<file path="config.mk">
export PLATFORM = sky130hd
export DESIGN_NAME = keypad_scanner
export DESIGN_NICKNAME = d
export VERILOG_FILES = /design/src/rtl/keypad_scanner.sv
export SDC_FILE = /design/constraint.sdc
export NUM_CORES = 1
export LEC_CHECK = 0
export ABC_CLOCK_PERIOD_IN_PS = 3200
export BUFFER_PORTS_ARGS = -buffer_cell sky130_fd_sc_hd__clkbuf_2
export CAP_MARGIN = 20
export CORE_MARGIN = 1
export CORE_UTILIZATION = 25
export CTS_CLUSTER_SIZE = 10
export DETAILED_ROUTE_END_ITERATION = 10
export PLACE_DENSITY = 0.46
export SYNTH_ARGS = -nofsm -noshare
export SYNTH_HDL_FRONTEND = slang
export SYNTH_SLANG_ARGS = --single-unit
</file>
<file path="constraint.sdc">
create_clock -name clk -period 3.2 [get_ports clk]
set_input_delay 0.48 -clock clk [delete_from_list [all_inputs] [get_ports clk]]
set_output_delay 0.48 -clock clk [all_outputs]
set_load 0.02 [all_outputs]
</file>
<file path="src/rtl/keypad_scanner.sv">
// 4x4 hex keypad scanner with frame-based debounce, a four-digit entry shift register
// and a valid/ack handoff of the typed word to the CPU.
module keypad_scanner #(
    parameter int SCAN_DIV        = 100000,
    parameter int DEBOUNCE_FRAMES = 4
) (
    input  logic        clk,
    input  logic        rst,
    input  logic [3:0]  row_n,
    output logic [3:0]  col_n,
    input  logic        enter,
    input  logic        data_ack,
    output logic        key_valid,
    output logic [3:0]  key_code,
    output logic [15:0] entry_value,
    output logic [15:0] data_out,
    output logic        data_valid,
    output logic        overrun
);

    localparam int              DIV_W    = (SCAN_DIV > 1) ? $clog2(SCAN_DIV) : 1;
    localparam logic [DIV_W-1:0] DIV_LAST = DIV_W'(SCAN_DIV - 1);
    localparam logic [3:0]      DF       = 4'(DEBOUNCE_FRAMES);

    typedef enum logic [1:0] {IDLE, PRESS, HELD, RELEASE} state_t;

    logic [3:0]       row_s1, row_s2;
    logic             en_s1, en_s2, en_s3;
    logic             en_rise;
    logic [DIV_W-1:0] div_cnt;
    logic [1:0]       col_idx;
    logic             slot_end, frame_end;
    logic [1:0]       frame_hits;
    logic [3:0]       frame_key;
    logic [2:0]       slot_hits;
    logic [1:0]       slot_row;
    logic [2:0]       hit_sum;
    logic [1:0]       hits_sat;
    logic [3:0]       fkey;
    state_t           state, state_next;
    logic [3:0]       cand, cand_next;
    logic [3:0]       cnt, cnt_next;
    logic [3:0]       cnt_inc;
    logic             accept;
    logic [15:0]      entry_acc;

    always_ff @(posedge clk or negedge rst) begin
        if (!rst) begin
            row_s1 <= 4'hF;
            row_s2 <= 4'hF;
            en_s1  <= 1'b0;
            en_s2  <= 1'b0;
            en_s3  <= 1'b0;
        end else begin
            row_s1 <= row_n;
            row_s2 <= row_s1;
            en_s1  <= enter;
            en_s2  <= en_s1;
            en_s3  <= en_s2;
        end
    end

    assign en_rise   = en_s2 & ~en_s3;
    assign slot_end  = (div_cnt == DIV_LAST);
    assign frame_end = slot_end && (col_idx == 2'd3);
    assign col_n     = ~(4'b0001 << col_idx);

    always_ff @(posedge clk or negedge rst) begin
        if (!rst) begin
            div_cnt <= '0;
            col_idx <= 2'd0;
        end else if (slot_end) begin
            div_cnt <= '0;
            col_idx <= col_idx + 2'd1;
        end else begin
            div_cnt <= div_cnt + DIV_W'(1);
        end
    end

    // Rows are sampled late in the slot so the two-cycle synchroniser has settled
    // on the column currently being driven; the lowest low row names the slot key.
    always_comb begin
        slot_hits = {2'b00, ~row_s2[0]} + {2'b00, ~row_s2[1]}
                  + {2'b00, ~row_s2[2]} + {2'b00, ~row_s2[3]};
        slot_row  = 2'd0;
        for (int i = 3; i >= 0; i--) begin
            if (!row_s2[i]) slot_row = 2'(i);
        end
        hit_sum  = {1'b0, frame_hits} + slot_hits;
        hits_sat = (hit_sum >= 3'd2) ? 2'd2 : hit_sum[1:0];
        fkey     = (frame_hits == 2'd0) ? {slot_row, col_idx} : frame_key;
    end

    always_ff @(posedge clk or negedge rst) begin
        if (!rst) begin
            frame_hits <= 2'd0;
            frame_key  <= 4'h0;
        end else if (frame_end) begin
            frame_hits <= 2'd0;
        end else if (slot_end) begin
            frame_hits <= hits_sat;
            if (frame_hits == 2'd0 && slot_hits != 3'd0) frame_key <= {slot_row, col_idx};
        end
    end

    always_ff @(posedge clk or negedge rst) begin
        if (!rst) begin
            state <= IDLE;
            cand  <= 4'h0;
            cnt   <= 4'h0;
        end else begin
            state <= state_next;
            cand  <= cand_next;
            cnt   <= cnt_next;
        end
    end

    assign cnt_inc = cnt + 4'd1;

    // MULTI frames count as "no key" while pressing, but keep a held key held.
    always_comb begin
        state_next = state;
        cand_next  = cand;
        cnt_next   = cnt;
        accept     = 1'b0;
        if (frame_end) begin
            case (state)
                IDLE: begin
                    if (hit_sum == 3'd1) begin
                        cand_next = fkey;
                        cnt_next  = 4'd1;
                        if (DF == 4'd1) begin
                            accept     = 1'b1;
                            state_next = HELD;
                        end else begin
                            state_next = PRESS;
                        end
                    end
                end
                PRESS: begin
                    if (hit_sum == 3'd1 && fkey == cand) begin
                        cnt_next = cnt_inc;
                        if (cnt_inc == DF) begin
                            accept     = 1'b1;
                            state_next = HELD;
                        end
                    end else begin
                        state_next = IDLE;
                    end
                end
                HELD: begin
                    if (hit_sum == 3'd0) begin
                        cnt_next   = 4'd1;
                        state_next = (DF == 4'd1) ? IDLE : RELEASE;
                    end
                end
                RELEASE: begin
                    if (hit_sum == 3'd0) begin
                        cnt_next = cnt_inc;
                        if (cnt_inc == DF) state_next = IDLE;
                    end else begin
                        state_next = HELD;
                    end
                end
                default: state_next = IDLE;
            endcase
        end
    end

    assign entry_acc = accept ? {entry_value[11:0], fkey} : entry_value;

    // An enter edge captures the entry including any digit accepted on the same edge.
    always_ff @(posedge clk or negedge rst) begin
        if (!rst) begin
            key_valid   <= 1'b0;
            key_code    <= 4'h0;
            entry_value <= 16'h0000;
            data_out    <= 16'h0000;
            data_valid  <= 1'b0;
            overrun     <= 1'b0;
        end else begin
            key_valid <= accept;
            overrun   <= 1'b0;
            if (accept) key_code <= fkey;
            if (en_rise && (!data_valid || data_ack)) begin
                data_out    <= entry_acc;
                data_valid  <= 1'b1;
                entry_value <= 16'h0000;
            end else begin
                entry_value <= entry_acc;
                if (en_rise) overrun <= 1'b1;
                else if (data_ack) data_valid <= 1'b0;
            end
        end
    end

endmodule

</file>
==> results.md <==
* Outcome: complete, but fails checks
* Failing checks: setup timing
* Min cycle time layout at approximately 3.4 ns
* Placed Area at about 0.0045 sq mm
* Vias per inst at 4.20
* Nets at 451
* Worst path cell trace: inv_2 -> fa_1 -> ha_4 -> ha_4 -> fa_2 -> xor2_2 -> or4b_4 -> o21ai_4 -> nand3_2 -> or4_1 -> nand3_1
* Hpwl dp at slightly below 6000 um
* RSZ-0062 raised after global routing: true
* Hold Fails Final Rpt at 0
* Post-Syn Area per Cell at roughly 11 sq um
* Gp weighted congestion at 0.745
* Cts hold-fix bufs at 0
* Starting Density at 0.256
* Gr ovfl total at 0
* Die width at 127 um
* Setup TNS at -3.17 ns
* Ys Warns at 0
* Max-slew violation count at 0
* DR iter-0 viols at 120
* Gate Count Post-Synth at 351
* Share of cells above drive strength 1 at 0.353
* Post-synth EDFFs at 0
* GRT Overall Usage at 0.109
* R2r setup slk at -0.21 ns
* Pwr dens at between 400 and 500 mW/mm^2
* Final Util at 0.344
* Ys async rst share at 1.00
* Overall Power at approximately 2.3 mW
* Cell variety after synth at between 40 and 50
* DIE AREA at 0.0161 sq mm
* Design area at about 0.0052 sq mm
* Max Root-Sink Buffers at 2
* Worst path required time at around 3.5 ns
* Routed WL per cell at about 13 um
* Slowest-stage cell, CP: fa_1
* IO Pins at 51
* Clock H-tree levels at 3
* Hold slack final at 0.0810 ns
* Slew HR at 0.575
* Post-DRT Antenna Nets at 0
* Worst Reg-to-Reg Cells at 11
* Root buf cell: clkbuf_16
* Vias in the first global route at between 2,000 and 3,000
* Via count at 2,717
* Final worst slack at -0.206 ns
* Worst slew pin tran at between 0.6 and 0.7 ns
* Worst slack, placed at -0.298 ns
* Rows at 45
* Worst EP arrival at 3.68 ns
* Syn_nets at 370
* Final wirelength at between 8000 and 9000 um
* Drt first pass iters at 4
* CP most frequent cell: ha_4
* Period utilisation layout at 1.06
* Crit Reg-Reg Endpoint: cnt[3]
* Worst-path clk slew at roughly 0.060 ns
* Reg-to-reg critical path startpoint: row_s2[3]
* Chip Height at 127 um
* Max Fclk at 294 MHz
* Peak supply drop at roughly 0.00024 V
* MaxCap Viol Count at 0
* Buffers on Ports at 50
* Initial antenna violation count at 0
* CTS Buf Count at 9
* Hold Crit Class: input pin to async pin
* Fill count at approximately 1,500
* LEAKAGE at around 2.3 nW
* # setup viols final at between 40 and 50
* CTS tree: done
* CP max stage delay at ~0.6 ns
* Multi-input gate area at between 0.0015 and 0.002 sq mm
* Mapped Area at 0.00391 sq mm
* Later-pin clock latency in the skew report at 0.34 ns
* Seq/Total Area, Yosys at 0.547
* Crit end category: flop
* Clock sinks at 85
* Worst Skew at slightly above 0.006 ns
* CP Max Fanout at 5
* Crit Path Class: flop to flop
* # placed instances at roughly 620
* Top FF cell, synth: dfrtp_1
* Inserted Diodes at 0
* FF/Latch Area at about 0.0021 sq mm
* Synthesis-to-layout area growth at 34.3%
* Largest net degree at the start of global routing at 35
* Non-filler cells, final at ~650
* First-pass GRT wire length at ~14,000 um
* Core outline area at between 0.015 and 0.02 sq mm
* # DRC at 0
* Synthesis-stage register bit count at 85
* Startpoint Class: flop
cell usage after synthesis, types with 2 or more instances:
| cell | n | area (sq um) |
|---|---|---|
| nor4_4 | 3 | 63.8 |
| nand3_1 | 16 | 80.1 |
| nor3_1 | 3 | 15.0 |
| nand2_1 | 39 | 146 |
| dfstp_2 | 8 | 210 |
| ha_1 | 9 | 113 |
| and4_1 | 2 | 17.5 |
| nand2b_1 | 13 | 81.3 |
| buf_6 | 2 | 22.5 |
| fa_1 | 2 | 40.0 |
| nor2b_1 | 4 | 25.0 |
| and3_1 | 3 | 18.8 |
| clkbuf_1 | 6 | 22.5 |
| mux2i_1 | 18 | 180 |
| buf_4 | 3 | 22.5 |
| a21oi_1 | 4 | 20.0 |
| xor2_1 | 6 | 52.6 |
| nor2_1 | 34 | 128 |
| a21o_1 | 3 | 22.5 |
| o21ai_1 | 3 | 15.0 |
| nand4_1 | 5 | 31.3 |
| or4_1 | 2 | 15.0 |
| mux2_2 | 9 | 101 |
| inv_1 | 14 | 52.6 |
| xnor2_1 | 15 | 131 |
| nor3b_1 | 2 | 15.0 |
| dfrtp_1 | 77 | 1930 |
| o211ai_1 | 3 | 22.5 |
| o21ai_0 | 23 | 115 |
| nor4b_1 | 2 | 17.5 |
| and2_1 | 2 | 12.5 |
timing repair:
| action | in CTS | in global routing |
|---|---|---|
| setup endpoints to repair | 45 | 47 |
| gates resized for setup | 2 | 63 |
| setup buffers | 1 | 5 |
| pin swaps | 4 | 9 |
| gates cloned | 0 | 3 |
| hold endpoints to repair | 0 | 0 |
sequential cells by signal, summed over array words and instances (netlist names), 2 cells and up:
name and cells:
row_s2 4, data_out 16, key_code 4, cand 4, col_idx 2, state 2
cnt 4, row_s1 4, div_cnt 17, frame_key 4, entry_value 16, frame_hits 2
final cells by class:
| cell class | count | share of cell area |
|---|---|---|
| flip-flops and latches | 85 | 0.407 |
| clock buffers | 12 | 0.0470 |
| repair buffers | 82 | 0.109 |
| well taps | 211 | 0.0503 |
| inverters | 14 | 0.0100 |
| multi-input cells | 240 | 0.368 |
| clock inverters | 3 | 0.00882 |
logic make-up (layout without fill, tap and decap cells):
| group | count (synthesis) | after routing | share of synthesized area |
|---|---|---|---|
| xor+xnor | 21 | 21 | 0.0471 |
| compound gates | 45 | 45 | 0.0771 |
| buf+inv | 26 | 111 | 0.0317 |
| simple gates | 136 | 136 | 0.186 |
| fa+ha+maj | 11 | 11 | 0.0391 |
| flops | 85 | 85 | 0.547 |
| mux | 27 | 27 | 0.0720 |
critical path: cells and delay by family (launching register included):
| kind | cells | cell delay (ns) |
|---|---|---|
| adder cells (fa/ha/maj) | 4 | 1.36 |
| AND/OR/NAND/NOR | 4 | 1.14 |
| flip-flops | 1 | 0.53 |
| XOR/XNOR | 1 | 0.16 |
| AO/OA/AOI/OAI | 1 | 0.09 |
| buffers and inverters | 1 | 0.04 |
how the worst max path moves through the flow:
stage / from / to / slack, ns
after floorplan: row_s2[0] / cnt[2] / -0.19
after global placement: row_s2[0] / cnt[3] / -0.21
after detailed placement: row_s2[0] / cnt[2] / -0.30
after CTS: row_s2[1] / cnt[3] / -0.24
after global routing: row_s2[3] / cnt[3] / -0.30
final: row_s2[3] / cnt[3] / -0.21
routing by layer:
metal / track usage / vias to the layer above / wire [um] / part of all wire
li1: - / 1362 / - / -
met1: 0.144 / 1321 / 3990 / 0.48
met2: 0.167 / 22 / 4030 / 0.48
met3: 0.0247 / 12 / 228 / 0.027
met4: 0.0588 / 0 / 152 / 0.018
met5: 0 / - / 0 / 0
where the power goes:
| part | leakage [nW] | switching [mW] | total (mW) | internal [mW] |
|---|---|---|---|---|
| Clock | 0.139 | 0.416 | 1.04 | 0.623 |
| Combinational | 1.07 | 0.0942 | 0.176 | 0.0823 |
| Sequential | 1.14 | 0.00379 | 1.09 | 1.09 |
cells in the final DEF, fill, tap and decap left out, types with 3 or more instances in the layout:
cell type   n
a21o_1      3
a21oi_1     4
buf_4      24
buf_6       4
clkbuf_16  11
clkbuf_2   49
dfrtp_1    77
dfstp_2     8
ha_1        6
ha_4        3
inv_1      11
inv_2       3
mux2_2      5
mux2_4      4
mux2i_1     5
mux2i_4    13
nand2_1    38
nand2b_1   13
nand3_1    14
nand4_1     5
nor2_1     33
nor2b_1     3
nor4_4      3
o211ai_1    3
o21ai_0     9
o21ai_1    16
xnor2_1    14
xor2_1      5
Note: power is estimated with default switching activity, not from simulation.
